[src/rtl/bcd_scan_display_pkg.sv]
// Shared definitions for the BCD scan display.
// Contents: FSM state type, segment constants, and the double-dabble nibble
// adjust helper used by the conversion datapath.
package bcd_scan_display_pkg;

  typedef enum logic [1:0] {
    S_IDLE  = 2'd0,
    S_SHIFT = 2'd1,
    S_DONE  = 2'd2
  } state_t;

  localparam logic [6:0] SEG_BLANK = 7'h7F;
  localparam logic [6:0] SEG_DASH  = 7'h3F;

  localparam int unsigned BCD_W = 40;

  // Add 3 to every BCD nibble that is 5 or more, ahead of the left shift.
  function automatic logic [BCD_W-1:0] dabble_adjust(input logic [BCD_W-1:0] b);
    logic [BCD_W-1:0] r;
    r = b;
    for (int unsigned i = 0; i < BCD_W / 4; i++) begin
      if (b[4*i +: 4] >= 4'd5) r[4*i +: 4] = b[4*i +: 4] + 4'd3;
    end
    return r;
  endfunction

endpackage

[src/rtl/bcd_scan_display_seg7_dec.sv]
// seg7_dec: combinational BCD digit to active-low 7-segment decoder.
// Ports:
//   digit  in  4  BCD digit 0..9
//   seg    out 7  segments {g,f,e,d,c,b,a}, active-low; non-BCD input blanks
module seg7_dec
  import bcd_scan_display_pkg::*;
(
  input  logic [3:0] digit,
  output logic [6:0] seg
);

  always_comb begin
    seg = SEG_BLANK;
    case (digit)
      4'd0: seg = 7'h40;
      4'd1: seg = 7'h79;
      4'd2: seg = 7'h24;
      4'd3: seg = 7'h30;
      4'd4: seg = 7'h19;
      4'd5: seg = 7'h12;
      4'd6: seg = 7'h02;
      4'd7: seg = 7'h78;
      4'd8: seg = 7'h00;
      4'd9: seg = 7'h10;
      default: seg = SEG_BLANK;
    endcase
  end

endmodule

[src/rtl/bcd_scan_display.sv]
// bcd_scan_display: loads a binary value, converts it to BCD with a
// sequential double-dabble FSM, and time-multiplexes the low four decimal
// digits onto one active-low 7-segment bus.
// Ports:
//   clock     in   1      rising-edge clock
//   reset     in   1      asynchronous active-low reset
//   value     in   WIDTH  unsigned value, sampled on an accepted load
//   load      in   1      start strobe, honoured only in IDLE
//   busy      out  1      high while converting (SHIFT or DONE)
//   overflow  out  1      last converted value exceeded 9999
//   data      out  7      active-low segments {g,f,e,d,c,b,a}
//   control   out  4      active-low one-hot anodes, bit n = digit n
module bcd_scan_display
  import bcd_scan_display_pkg::*;
#(
  parameter int unsigned WIDTH    = 32,
  parameter int unsigned SCAN_DIV = 125000,
  parameter bit          BLANK_LZ = 1'b1
) (
  input  logic             clock,
  input  logic             reset,
  input  logic [WIDTH-1:0] value,
  input  logic             load,
  output logic             busy,
  output logic             overflow,
  output logic [6:0]       data,
  output logic [3:0]       control
);

  localparam int unsigned PW = (SCAN_DIV > 1) ? $clog2(SCAN_DIV) : 1;

  state_t                   state;
  logic [WIDTH-1:0]         bin;
  logic [BCD_W-1:0]         bcd;
  logic [BCD_W-1:0]         bcd_adj;
  logic [BCD_W+WIDTH-1:0]   shifted;
  logic [5:0]               cnt;
  logic [15:0]              disp;
  logic [PW-1:0]            presc;
  logic [1:0]               idx;
  logic [3:0]               sel_digit;
  logic [6:0]               sel_seg;
  logic                     sel_blank;
  logic [6:0]               next_data;

  assign bcd_adj = dabble_adjust(bcd);
  assign shifted = {bcd_adj, bin} << 1;

  // Conversion FSM
  always_ff @(posedge clock or negedge reset) begin
    if (!reset) begin
      state    <= S_IDLE;
      busy     <= 1'b0;
      overflow <= 1'b0;
      disp     <= '0;
      bin      <= '0;
      bcd      <= '0;
      cnt      <= '0;
    end else begin
      case (state)
        S_IDLE: begin
          if (load) begin
            bin   <= value;
            bcd   <= '0;
            cnt   <= '0;
            busy  <= 1'b1;
            state <= S_SHIFT;
          end
        end
        S_SHIFT: begin
          bcd <= shifted[BCD_W+WIDTH-1:WIDTH];
          bin <= shifted[WIDTH-1:0];
          cnt <= cnt + 6'd1;
          if (cnt == 6'(WIDTH - 1)) state <= S_DONE;
        end
        S_DONE: begin
          disp     <= bcd[15:0];
          overflow <= |bcd[BCD_W-1:16];
          busy     <= 1'b0;
          state    <= S_IDLE;
        end
        default: begin
          busy  <= 1'b0;
          state <= S_IDLE;
        end
      endcase
    end
  end

  // Free-running digit scan
  always_ff @(posedge clock or negedge reset) begin
    if (!reset) begin
      presc <= '0;
      idx   <= '0;
    end else if (presc == PW'(SCAN_DIV - 1)) begin
      presc <= '0;
      idx   <= idx + 2'd1;
    end else begin
      presc <= presc + PW'(1);
    end
  end

  assign sel_digit = disp[{idx, 2'b00} +: 4];

  seg7_dec u_dec (
    .digit (sel_digit),
    .seg   (sel_seg)
  );

  // A digit is a leading zero when it and every more significant digit are zero;
  // digit 0 always shows so a zero value reads "0".
  always_comb begin
    sel_blank = 1'b0;
    case (idx)
      2'd1:    sel_blank = (disp[15:4]  == '0);
      2'd2:    sel_blank = (disp[15:8]  == '0);
      2'd3:    sel_blank = (disp[15:12] == '0);
      default: sel_blank = 1'b0;
    endcase
  end

  always_comb begin
    next_data = sel_seg;
    if (overflow)                  next_data = SEG_DASH;
    else if (BLANK_LZ && sel_blank) next_data = SEG_BLANK;
  end

  always_ff @(posedge clock or negedge reset) begin
    if (!reset) begin
      data    <= SEG_BLANK;
      control <= '1;
    end else begin
      data    <= next_data;
      control <= ~(4'b0001 << idx);
    end
  end

endmodule

[config.mk]
export PLATFORM = sky130hd
export DESIGN_NAME = bcd_scan_display
export DESIGN_NICKNAME = d
export VERILOG_FILES = /design/src/rtl/bcd_scan_display_pkg.sv /design/src/rtl/bcd_scan_display_seg7_dec.sv /design/src/rtl/bcd_scan_display.sv
export SDC_FILE = /design/constraint.sdc
export NUM_CORES = 1
export LEC_CHECK = 0
export BUFFER_PORTS_ARGS = -buffer_cell sky130_fd_sc_hd__buf_2
export CAP_MARGIN = 20
export CORE_MARGIN = 1.5
export CORE_UTILIZATION = 30
export CTS_CLUSTER_SIZE = 28
export DETAILED_ROUTE_END_ITERATION = 16
export PLACE_DENSITY = 0.43
export SLEW_MARGIN = 30
export SYNTH_ARGS = -nofsm -noshare
export SYNTH_HDL_FRONTEND = slang
export SYNTH_SLANG_ARGS = --single-unit
[constraint.sdc]
create_clock -name clock -period 1.7 [get_ports clock]
set_input_delay 0.425 -clock clock [delete_from_list [all_inputs] [get_ports clock]]
set_output_delay 0.425 -clock clock [all_outputs]
set_load 0.02 [all_outputs]
* Yosys cells after proc, flatten, opt, wreduce, memory -nomap -nowiden *
Memories as Yosys holds them, arrays and structs flattened.
Cells that the tools add are included.

cells by class
  order comparisons = 10
  shift-type cells = 2
  $add $sub $neg = 13
  multiplexer cells = 25
  eq/ne operators = 9
  reductions and logical operators = 9
  bitwise gates (word level) = 2

operator list
  cell                   count
  $pmux 40 s2            1
  $pmux 32 s2            1
  $ge 4x3->1 const B     10
  $mux 40                1
  $add 4x2->4 const B    9
  $mux 4                 9
  $mux 32                1
  $reduce_or 24->1       1
  $add 17x1->17 const B  1
  $eq 17x17->1 const B   1
  $mux 17                1
  $shiftx 16x5->4        1
  $mux 7                 2
  $logic_not 12->1       1
  $pmux 6 s2             1
  $logic_not 8->1        1
  $add 6x1->6 const B    1
  $eq 2x2->1 const B     3
  $eq 6x5->1 const B     1
  $mux 6                 1
  $reduce_and 2->1       3
  $eq 2x1->1 const B     2
  $logic_not 4->1        1
  $mux 2                 2
  13 further kinds       14

word-level totals
  flip-flop bits (word level) = 128
  input bits = 35
  word-level logic and storage cells = 82
  output and inout bits = 13
  memories = 1
  bits in read-only memories = 112

memories
  memory           words  bits a word  read ports  clocked after memory_dff  wr ports  line                             RTL
  (no name shown)  16     7            1           0                         0         bcd_scan_display_seg7_dec.sv:14  case (digit)

* Depth between registers and ports, before layout *
Gate-level depths: netlist (run 1).

  depth in word-level cells = 4
  mapped depth = 7
  depth with buffers taken out = 6

* Modules after synthesis *
A second synthesis (run 1) with hierarchy kept.

second synthesis, totals
  cells, all modules = 637
  area, all modules = 6625.1 um^2

modules (own cells, without submodules)
  module            seq. area each (um^2)  cells an instance  area each (um^2)  instances
  bcd_scan_display  3216.8                 606                6424.9            1
  seg7_dec          0.0                    31                 200.2             1

* Worst setup path after synthesis (run 1) *
OpenSTA, ideal clock, no wires.

  kind = flip-flop to flip-flop
  from = register idx[0]
  to = register data[4]
  setup time = 0.099 ns
  path buffers = 1
  data required time = 1.601 ns
  arrival = 1.699 ns
  slack = -0.098 ns
  clock period less this slack = 1.798 ns
  cell stages (with the launch flop) = 8
  path through = dfrtp_1 buf_2 mux4_2 inv_1 ha_1 nor2b_1 a211oi_1 o21ai_0

between the ends
  longest elaborated chain between the ends = 4
  elaborated cells on any way between the ends = 8
  classes of those cells = eq/ne: 3; shift: 1; mux: 3; memory: 1

RTL lines
  what                                           line                     RTL
  from (decl)                                    bcd_scan_display.sv:40   logic [1:0] idx;
  from (signal assigned)                         bcd_scan_display.sv:97   idx <= idx + 2'd1;
  $shiftx 16x5->4, or another cell as far along  bcd_scan_display.sv:103  assign sel_digit = disp[{idx, 2'b00} +: 4];
  $mem_v2 16x7 or $pmux 1 s3 (tied branches)     -
  $mux 7 *                                       bcd_scan_display.sv:125  else if (BLANK_LZ && sel_blank) next_data = SEG_BLANK;
  $mux 7 *                                       bcd_scan_display.sv:124  if (overflow) next_data = SEG_DASH;
  named net next_data[4]                         bcd_scan_display.sv:44   logic [6:0] next_data;
  to (signal assigned)                           bcd_scan_display.sv:133  data <= next_data;
  to (decl)                                      bcd_scan_display.sv:26   output logic [6:0] data,

The timed path passes the listed nets; every way through them passes the cells marked *.
A chain may end at the register's enable or synchronous reset.

* Worst setup path in the final report (run 1) *
  from = register presc[4]
  to = register presc[11]

between the ends
  longest elaborated chain between the ends = 2
  elaborated cells on any way between the ends = 3
  classes of those cells = add/sub: 1; eq/ne: 1; mux: 1

RTL lines
  what                                           line                                            RTL
  from (decl)                                    bcd_scan_display.sv:39                          logic [PW-1:0] presc;
  from (signal assigned)                         bcd_scan_display.sv:99                          presc <= presc + PW'(1);
  $add 17x1->17 or $eq 17x17->1 (tied branches)  bcd_scan_display.sv:99, bcd_scan_display.sv:95
  $mux 17 *                                      bcd_scan_display.sv:95                          end else if (presc == PW'(SCAN_DIV - 1)) begin

Every way passes the cells marked *; elsewhere a longest branch is shown, timed or not.

==> reports/metrics.csv, run 1 <==
metric,value,unit
relative slew slack,65.9,%
PwrDens,1530,nW/um2
Max Buffers Root-to-Sink,2,
status,completed,
CTS tree,done,
Worst Setup Path Type,register to register,
CTS Buf Count,17,
net switching fraction of the power,32.4,%
final hold violations,0,
WP data arrival,2.00,ns
Max Freq,592,MHz
dpl cells,946,
Max Fanout on Critical Path,7,
fin cells,981,
setup TNS,0,ns
DP Wirelength,9760,um
HP Class,input port to register,
Synth area leaders,"dfrtp_1 46%, ha_1 7.4%, o21ai_0 5.5%",
total die area,22200,um2
unrepaired setup endpoints after global routing,true,
Comb power frac,31.4,%
routability congestion estimate from global placement,0.789,
switching power,3.98,mW
worst skew pair latency,0.42,ns
Post-Syn Area,6390,um2
R2R Setup Slk,0.01,ns
sequential cell area,3220,um2
"Clk pin slew, worst setup/hold paths",0.06,ns
M2 GR Usage,22.9,%
Post-DP Area,7300,um2
Hold WS,0.236,ns
worst slew pin tran,0.505,ns
FP Rows,53,
fraction of layout cells with a size suffix above 1,27.8,%
Die H,149,um
CP Capture Type,register,
GRT busiest layer,met2,
static leakage,3.53,nW
core area,21000,um2
startpoint types,register,
drt pass-1 iters,4,
fin crit period,1.69,ns
cell with the most instances after synthesis,dfrtp_1,
Initial Util,30.5,%
Post-Route Skew,0.00971,ns
via count,4786,
WP data required,2.01,ns
Netlist cell types,50,
Clk pwr share,31.3,%
vias in the first global route,4793,
IO Count,48,
H-Tree Level Count,4,
Area Growth Syn to Fin,25.9,%
dominant synthesized flop cell,dfrtp_1,
first-pass GRT wire length,24500,um
Final setup viols,0,
Max-cap violations,0,
Final period util,99.4,%
vias per cell,4.88,
met3 usage,3.36,%
synthesized area per cell,10.6,um2
multi-input logic area,3020,um2
GRT overflow,0,
maximum VDD drop,0.000683,V
Ys Warns,0,
met1 Use GR,17.9,%
clock root buffer,clkbuf_16,
sequential area share after synthesis,50.3,%
Mapped Nets,674,
PortBufs,47,
fin area,8050,um2
die width,149,um
initial DRC count,285,
total power,12.3,mW
Post-synth EDFFs,0,
clk sinks,128,
leading area contributor after synthesis,dfrtp_1,
Routed Antenna Nets,0,
Int Pwr,8.30,mW
Slew Limit Fails,0,
Antenna Cells,0,
Reg power frac,37.3,%
Synth top cells by count,"117 x dfrtp_1, 70 x o21ai_0, 54 x nand2_1",
Post-Syn Instances,601,
drt drc,0,
initial antenna violation count,0,
post-synth top area share,45.8,%
fill count,2085,
final-stage net count,766,
routed len/inst,14.7,um
Yosys reg bits,128,
largest net degree at the start of global routing,63,
total wire length,14400,um
Global Route Usage Sum,13.9,%
ys async rst share,100,%
[layout by cell type, fill, tap and decap left out, drive strengths merged, types with 5 or more instances in the layout]
master,count
a21oi,16
a22oi,31
buf,103
a22o,5
dfstp,11
a32o,10
mux4,5
nand3,6
o21ai,71
nand2,54
o22ai,12
o32ai,9
nor2,23
inv,35
xor2,14
nor2b,8
nor4,6
ha,38
o31ai,10
dfrtp,117
clkbuf,18
nand2b,16
nand4,8
mux2,15
clkinv,5
xnor2,21
[path summary, 6_finish.rpt]
check                                    start             endpoint  cells past startpoint
setup / recovery            presc[4]$_DFF_PN0_  presc[11]$_DFF_PN0_                      4
hold / removal                        value[0]   bin[0]$_DFFE_PN0P_                      2
setup reg to reg            presc[4]$_DFF_PN0_  presc[11]$_DFF_PN0_                      4
hold reg to reg            presc[16]$_DFF_PN0_  presc[16]$_DFF_PN0_                      1
max in group asynchronous                reset   bin[7]$_DFFE_PN0P_                      3
min in group asynchronous                reset   idx[0]$_DFFE_PN0N_                      2
[registers in the layout, indices dropped and copies added, names as in the netlist]
| register | flops |
|---|---|
| bcd | 40 |
| bin | 32 |
| presc | 17 |
| disp | 16 |
| data | 7 |
| cnt | 6 |
| control | 4 |
| idx | 2 |
| state | 2 |
| busy | 1 |
| overflow | 1 |
[cell families (layout without fill, tap and decap cells)]
group           Yosys count  after routing  synth area share, %
xor+xnor                 35             35                 4.80
compound gates          173            173                 17.4
simple gates            140            140                 11.2
buf+inv                  64            169                 3.95
mux                      23             23                 4.87
flops                   128            128                 50.3
fa+ha+maj                38             38                 7.44
[area by class of cell]
class                   instances  area share (%)
well taps                     275            4.28
flip-flops and latches        128            40.0
repair buffers                104            8.97
multi-input cells             409            37.5
clock inverters                14            2.35
clock buffers                  18            5.33
inverters                      33            1.54
[per-stage QoR]
stage               util, %  worst slack (ns)
floorplan                 -           -0.0221
global placement       34.9           -0.0455
detailed placement     34.9           -0.0636
CTS                    38.0          -0.00411
global route           38.4           -0.0598
finish                 38.4            0.0109
[power groups by stage]
stage | sequential, mW | clock (mW) | combinational, mW
3_5_place_dp | 4.61 | 0 | 3.85
5_1_grt | 4.70 | 4.12 | 4.37
6_report | 4.57 | 3.85 | 3.86
2_1_floorplan | 4.45 | 0 | 2.76
3_3_place_gp | 4.57 | 0 | 3.75
4_1_cts | 4.56 | 3.97 | 3.88
[critical path, cell delays in order, from the launching register on]
cell     delay [ns]
dfrtp_1        0.38
or4b_4         0.55
nor4_4         0.37
buf_6          0.21
nor2_1         0.06
[metal layers]
metal,share of wire (%),vias up
li1,-,2347
met3,2.8,14
met2,49,58
met5,0,-
met1,47,2367
met4,1.1,0
[repair_timing]
item,CTS,global route
pin swaps,1,7
endpoints found under the hold margin,1,0
gates cloned,0,0
gates resized for setup,5,30
hold buffers,1,0
setup endpoints to repair,16,23
setup buffers,1,1
Note: power is estimated with default switching activity, not from simulation.
==> run 2: changes to the inputs <==
--- a/config.mk
+++ b/config.mk
@@ -13,3 +13,3 @@
 export DETAILED_ROUTE_END_ITERATION = 16
-export PLACE_DENSITY = 0.43
+export PLACE_DENSITY = 0.44
 export SLEW_MARGIN = 30
--- a/constraint.sdc
+++ b/constraint.sdc
@@ -3,2 +3,2 @@
 set_output_delay 0.425 -clock clock [all_outputs]
-set_load 0.02 [all_outputs]
+set_load 0.05 [all_outputs]
==> run 2 against run 1 <==
Hold slack got worse by 0.18 ns. Power decreased by 2.1%. First-iteration DRC count decreased by 35%. Global-route usage up 0.33 points. Combinational power up 3%. Clock power decreased by 9.6%. Critical path depth increased by 1.
==> reports/metrics.csv, run 2 (synthesis gave the netlist of run 1 again) <==
metric,value,unit,change
status,completed,,unchanged
Largest Register,bcd,,unchanged
Max-cap violations,0,,unchanged
startpoint types,register,,unchanged
maximum VDD drop,0.000465,V,was 0.000683 V
Buf/Inv on CP,1,,unchanged
total power,12.0,mW,was 12.3 mW
Regs by FF count,"bcd: 40 flops, bin: 32 flops, presc: 17 flops",,unchanged
Slew Limit Fails,0,,unchanged
worst reg2reg path startpoint,idx[0]$_DFFE_PN0N_,,was presc[4]$_DFF_PN0_
worst setup path endpoint,data[6]$_DFF_PN1_,,was presc[11]$_DFF_PN0_
Area Growth Syn to Fin,26.1,%,was 25.9%
net switching fraction of the power,34.3,%,was 32.4%
R2R cell count,5,,was 4
largest net degree at the start of global routing,49,,was 63
Comb power frac,33.1,%,was 31.4%
fin area,8060,um2,was 8050 um2
fraction of layout cells with a size suffix above 1,28.2,%,was 27.8%
worst slack at placement,-0.0621,ns,was -0.0636 ns
fin crit period,1.69,ns,about the same
static leakage,3.54,nW,was 3.53 nW
CP max stage delay,0.56,ns,was 0.55 ns
setup ws final,0.00904,ns,was 0.0109 ns
dpl cells,944,,was 946
critical path launch point,idx[0]$_DFFE_PN0N_,,was presc[4]$_DFF_PN0_
max FFs per register,40,,unchanged
FF-to-FF End,data[6]$_DFF_PN1_,,was presc[11]$_DFF_PN0_
initial DRC count,185,,was 285
Global Route Usage Sum,14.3,%,was 13.9%
"commonest non-fill, non-tap cell in the layout",dfrtp_1,,unchanged
"delay-heaviest family, CP",multiplexers,,was simple AND/OR/NAND/NOR gates
crit-path cells,mux4_2 -> buf_4 -> ha_1 -> o22ai_1 -> a21oi_1,,was or4b_4 -> nor4_4 -> buf_6 -> nor2_1
WP data arrival,2.03,ns,was 2.00 ns
most frequent cells in the layout,"116 x dfrtp_1, 65 x o21ai_0, 53 x nand2_1, 48 x buf_4, 46 x buf_2",,"was 115 x dfrtp_1, 65 x o21ai_0, 53 x nand2_1, 52 x buf_4, 46 x buf_2"
Hold WS,0.0538,ns,was 0.236 ns
drt pass-1 iters,4,,unchanged
die width,149,um,unchanged
CP Capture Type,register,,unchanged
Int Pwr,7.89,mW,was 8.30 mW
Final setup viols,0,,unchanged
vias in the first global route,5034,,was 4793
first-pass GRT wire length,25300,um,was 24500 um
relative slew slack,53.7,%,was 65.9%
Max Buffers Root-to-Sink,2,,unchanged
core area,21000,um2,unchanged
CTS tree,done,,unchanged
final core occ,38.5,%,was 38.4%
total die area,22200,um2,unchanged
worst skew pair latency,0.42,ns,about the same
setup TNS,0,ns,unchanged
H-Tree Level Count,4,,unchanged
Reg power frac,37.9,%,was 37.3%
Antenna Cells,0,,unchanged
FP Rows,53,,unchanged
Crit. path cell count,5,,was 4
IO Count,48,,unchanged
Final period util,99.5,%,was 99.4%
Worst Setup Path Type,register to register,,unchanged
worst slew pin tran,0.685,ns,was 0.505 ns
Max Fanout on Critical Path,4,,was 7
clock root buffer,clkbuf_16,,unchanged
routed len/inst,14.9,um,was 14.7 um
Post-Route Skew,0.00841,ns,was 0.00971 ns
final-stage net count,768,,was 766
Max Freq,591,MHz,was 592 MHz
slowest CP cell,mux4_2,,was or4b_4
PortBufs,47,,unchanged
Routed Antenna Nets,0,,unchanged
total wire length,14600,um,was 14400 um
clk sinks,128,,unchanged
HP Class,input port to async pin,,was input port to register
fin cells,983,,was 981
Clk pwr share,29.0,%,was 31.3%
vias per cell,4.91,,was 4.88
Initial Util,30.5,%,unchanged
via count,4823,,was 4786
final hold violations,0,,unchanged
Post-DP Area,7340,um2,was 7300 um2
WP data required,2.04,ns,was 2.01 ns
routability congestion estimate from global placement,0.765,,was 0.789
initial antenna violation count,0,,unchanged
switching power,4.13,mW,was 3.98 mW
Die H,149,um,unchanged
R2R Setup Slk,0.009,ns,was 0.01 ns
drt drc,0,,unchanged
PwrDens,1490,nW/um2,was 1530 nW/um2
"Clk pin slew, worst setup/hold paths",0.06,ns,about the same
GRT overflow,0,,unchanged
CTS Buf Count,17,,unchanged
DP Wirelength,9720,um,was 9760 um
unrepaired setup endpoints after global routing,true,,unchanged
[run 2: how the worst min path moves through the flow]
stage | to | slack (ns) | cells after the start
after floorplan | bcd[0]$_DFFE_PN0P_ | 0.13 | 0
after global routing | data[1]$_DFF_PN1_ | 0.05 | 1
after global placement | bin[11]$_DFFE_PN0P_ | 0.46 | 2
after CTS | data[5]$_DFF_PN1_ | 0.04 | 1
final | data[5]$_DFF_PN1_ | 0.05 | 1
after detailed placement | bin[12]$_DFFE_PN0P_ | 0.47 | 2
[run 2: layout make-up]
cell class,count,area [um2]
clock inverters,15,139
fillers,2082,12900
flip-flops and latches,128,3220
clock buffers,17,425
inverters,33,124
multi-input cells,409,3010
repair buffers,106,796
well taps,275,344
[run 2: repair_timing]
item / in CTS / in global routing
buffers inserted: 3 / 4
pin swaps: 2 / 11
hold buffers: 0 / 0
setup endpoints to repair: 16 / 17
resized for setup: 5 / 32
[run 2: worst reg2reg max path, stage by stage, from the launching register on]
cell and delay (ns):
dfrtp_2 0.41, mux4_2 0.57, buf_4 0.17, ha_1 0.21, o22ai_1 0.18, a21oi_1 0.09
[run 2: power groups by stage]
stage                     sequential [mW]  combinational [mW]  clock, mW
final                                4.56                3.98       3.48
after CTS                            4.54                4.00       3.58
after global placement               4.57                3.85          0
after floorplan                      4.54                2.76          0
after detailed placement             4.59                3.97          0
after global routing                 4.70                4.52       3.74
[run 2: per-layer routing]
layer | vias up | GRT usage (%) | routed length, um
met5 | - | 0 | 0
met4 | 0 | 5.59 | 238
met3 | 20 | 3.00 | 388
met2 | 69 | 23.8 | 7290
met1 | 2383 | 18.1 | 6680
li1 | 2351 | - | -
==> run 3: changes to the inputs <==
REMOVE_ABC_BUFFERS = 1   (was not set)
==> run 3 against run 2 <==
The run now ends with negative setup slack left. Sequential power hardly changed. Critical path type unchanged. Global-route usage is 0.26 points lower. First-iteration DRC count is 36% higher. Non-clock buffer count is 4 higher. Power is 1.6% higher. Core utilization is 0.28 points higher. Flip-flop and latch count stayed put.
==> reports/metrics.csv, run 3 (synthesis gave the netlist of run 1 again) <==
metric,value,unit,change
status,"complete, but fails checks",,was completed
failing checks,negative setup slack,,
CP Capture Type,register,,unchanged
met3 usage,2.94,%,was 3.00%
Area Growth Syn to Fin,27.0,%,was 26.1%
HP Class,input port to register,,was input port to async pin
GRT overflow,0,,unchanged
Largest Register,bcd,,unchanged
Int Pwr,8.21,mW,was 7.89 mW
slowest CP cell,or4_1,,was mux4_2
FP Rows,53,,unchanged
Clk pwr share,30.0,%,was 29.0%
WP data arrival,2.06,ns,was 2.03 ns
drt drc,0,,unchanged
drt pass-1 iters,4,,unchanged
Reg power frac,37.4,%,was 37.9%
Regs by FF count,"bcd: 40 flops, bin: 32 flops, presc: 17 flops",,unchanged
die width,149,um,unchanged
routability congestion estimate from global placement,0.810,,was 0.765
max FFs per register,40,,unchanged
CP max stage delay,0.53,ns,was 0.56 ns
final-stage net count,772,,was 768
clk sinks,128,,unchanged
vias in the first global route,4980,,was 5034
relative slew slack,65.3,%,was 53.7%
vias per cell,4.89,,was 4.91
static leakage,3.57,nW,was 3.54 nW
Slew Limit Fails,0,,unchanged
Final period util,101,%,was 99.5%
WP data required,2.04,ns,about the same
CTS tree,done,,unchanged
Max Freq,583,MHz,was 591 MHz
first-pass GRT wire length,24800,um,was 25300 um
initial antenna violation count,0,,unchanged
switching power,4.00,mW,was 4.13 mW
H-Tree Level Count,4,,unchanged
Comb power frac,32.7,%,was 33.1%
Global Route Usage Sum,14.0,%,was 14.3%
DP Wirelength,9960,um,was 9720 um
total die area,22200,um2,unchanged
setup ws final,-0.0166,ns,was 0.00904 ns
Final setup viols,7,,was 0
final core occ,38.7,%,was 38.5%
via count,4819,,was 4823
IO Count,48,,unchanged
routed len/inst,14.8,um,was 14.9 um
initial DRC count,252,,was 185
CTS Buf Count,17,,unchanged
Post-Route Skew,0.00569,ns,was 0.00841 ns
met1 Use GR,18.0,%,was 18.1%
Die H,149,um,unchanged
Max Buffers Root-to-Sink,2,,unchanged
fraction of layout cells with a size suffix above 1,28.4,%,was 28.2%
"delay-heaviest family, CP",simple AND/OR/NAND/NOR gates,,was multiplexers
final hold violations,0,,unchanged
net switching fraction of the power,32.8,%,was 34.3%
Buf/Inv on CP,1,,unchanged
Worst Setup Path Type,register to register,,unchanged
M2 GR Usage,23.1,%,was 23.8%
maximum VDD drop,0.000497,V,was 0.000465 V
most frequent cells in the layout,"117 x dfrtp_1, 65 x o21ai_0, 53 x nand2_1, 52 x buf_4, 46 x buf_2",,"was 116 x dfrtp_1, 65 x o21ai_0, 53 x nand2_1, 48 x buf_4, 46 x buf_2"
largest net degree at the start of global routing,56,,was 49
Max-cap violations,0,,unchanged
fill count,2094,,was 2082
Routed Antenna Nets,0,,unchanged
startpoint types,register,,unchanged
worst skew pair latency,0.41,ns,was 0.42 ns
clock root buffer,clkbuf_16,,unchanged
crit-path cells,or4_1 -> o211ai_1 -> a31oi_2 -> buf_4 -> o21ai_2,,was mux4_2 -> buf_4 -> ha_1 -> o22ai_1 -> a21oi_1
Initial Util,30.5,%,unchanged
core area,21000,um2,unchanged
PortBufs,47,,unchanged
Hold WS,0.238,ns,was 0.0538 ns
"commonest non-fill, non-tap cell in the layout",dfrtp_1,,unchanged
unrepaired setup endpoints after global routing,true,,unchanged
worst slew pin tran,0.514,ns,was 0.685 ns
total wire length,14600,um,about the same
Antenna Cells,0,,unchanged
GRT busiest layer,met2,,unchanged
PwrDens,1500,nW/um2,was 1490 nW/um2
Max Fanout on Critical Path,5,,was 4
fin crit period,1.72,ns,was 1.69 ns
"Clk pin slew, worst setup/hold paths",0.06,ns,about the same
total power,12.2,mW,was 12.0 mW
## run 3: path summary, 6_finish.rpt
path | start | endpoint | slack, ns | depth (start not counted)
worst max-delay path | disp[4]$_DFFE_PN0N_ | data[4]$_DFF_PN1_ | -0.02 | 5
worst min-delay path | value[0] | bin[0]$_DFFE_PN0P_ | 0.24 | 2
min in group asynchronous | reset | idx[0]$_DFFE_PN0N_ | 0.42 | 2
worst min register to register | cnt[5]$_DFFE_PN0P_ | state[1]$_DFFE_PN0P_ | 0.48 | 1
max in group asynchronous | reset | bin[26]$_DFFE_PN0P_ | 0.73 | 3
worst max register to register | disp[4]$_DFFE_PN0N_ | data[4]$_DFF_PN1_ | -0.02 | 5
## run 3: per-layer routing
layer / vias up / wire, um
met5: - / 0
met4: 0 / 210
met3: 14 / 365
met2: 61 / 7210
met1: 2388 / 6840
li1: 2356 / -
## run 3: layout make-up
cell class	count	area, um2	share of cell area (%)
inverter	33	124	1.53
clock inverter	9	106	1.31
sequential	128	3220	39.6
tap	275	344	4.24
clock buffer	22	494	6.09
multi-input combinational	409	3010	37.1
timing repair buffer	110	820	10.1
## run 3: what timing repair did
action,4_1_cts,5_1_grt
hold buffers,1,0
pin swaps,5,7
setup endpoints to repair,7,24
gates resized for setup,10,31
setup buffers,6,1
endpoints found under the hold margin,1,0
## run 3: power by group through the flow
stage          clock (mW)  sequential [mW]  combinational (mW)
3_3_place_gp            0             4.56                3.82
4_1_cts              3.76             4.54                3.98
3_5_place_dp            0             4.58                3.96
5_1_grt              3.91             4.70                4.51
2_1_floorplan           0             4.57                2.69
6_report             3.66             4.56                3.99
## run 3: metrics by stage
step / worst slack (ns) / cell area (um2) / cells / TNS [ns]
floorplan: -0.742 / 6260 / 570 / -40.94
global placement: -0.0204 / 7350 / 947 / -0.0360
detailed placement: -0.0783 / 7350 / 947 / -0.217
CTS: -0.0257 / 8020 / 985 / -0.113
global route: -0.0891 / 8120 / 986 / -0.745
finish: -0.0166 / 8120 / 986 / -0.0844
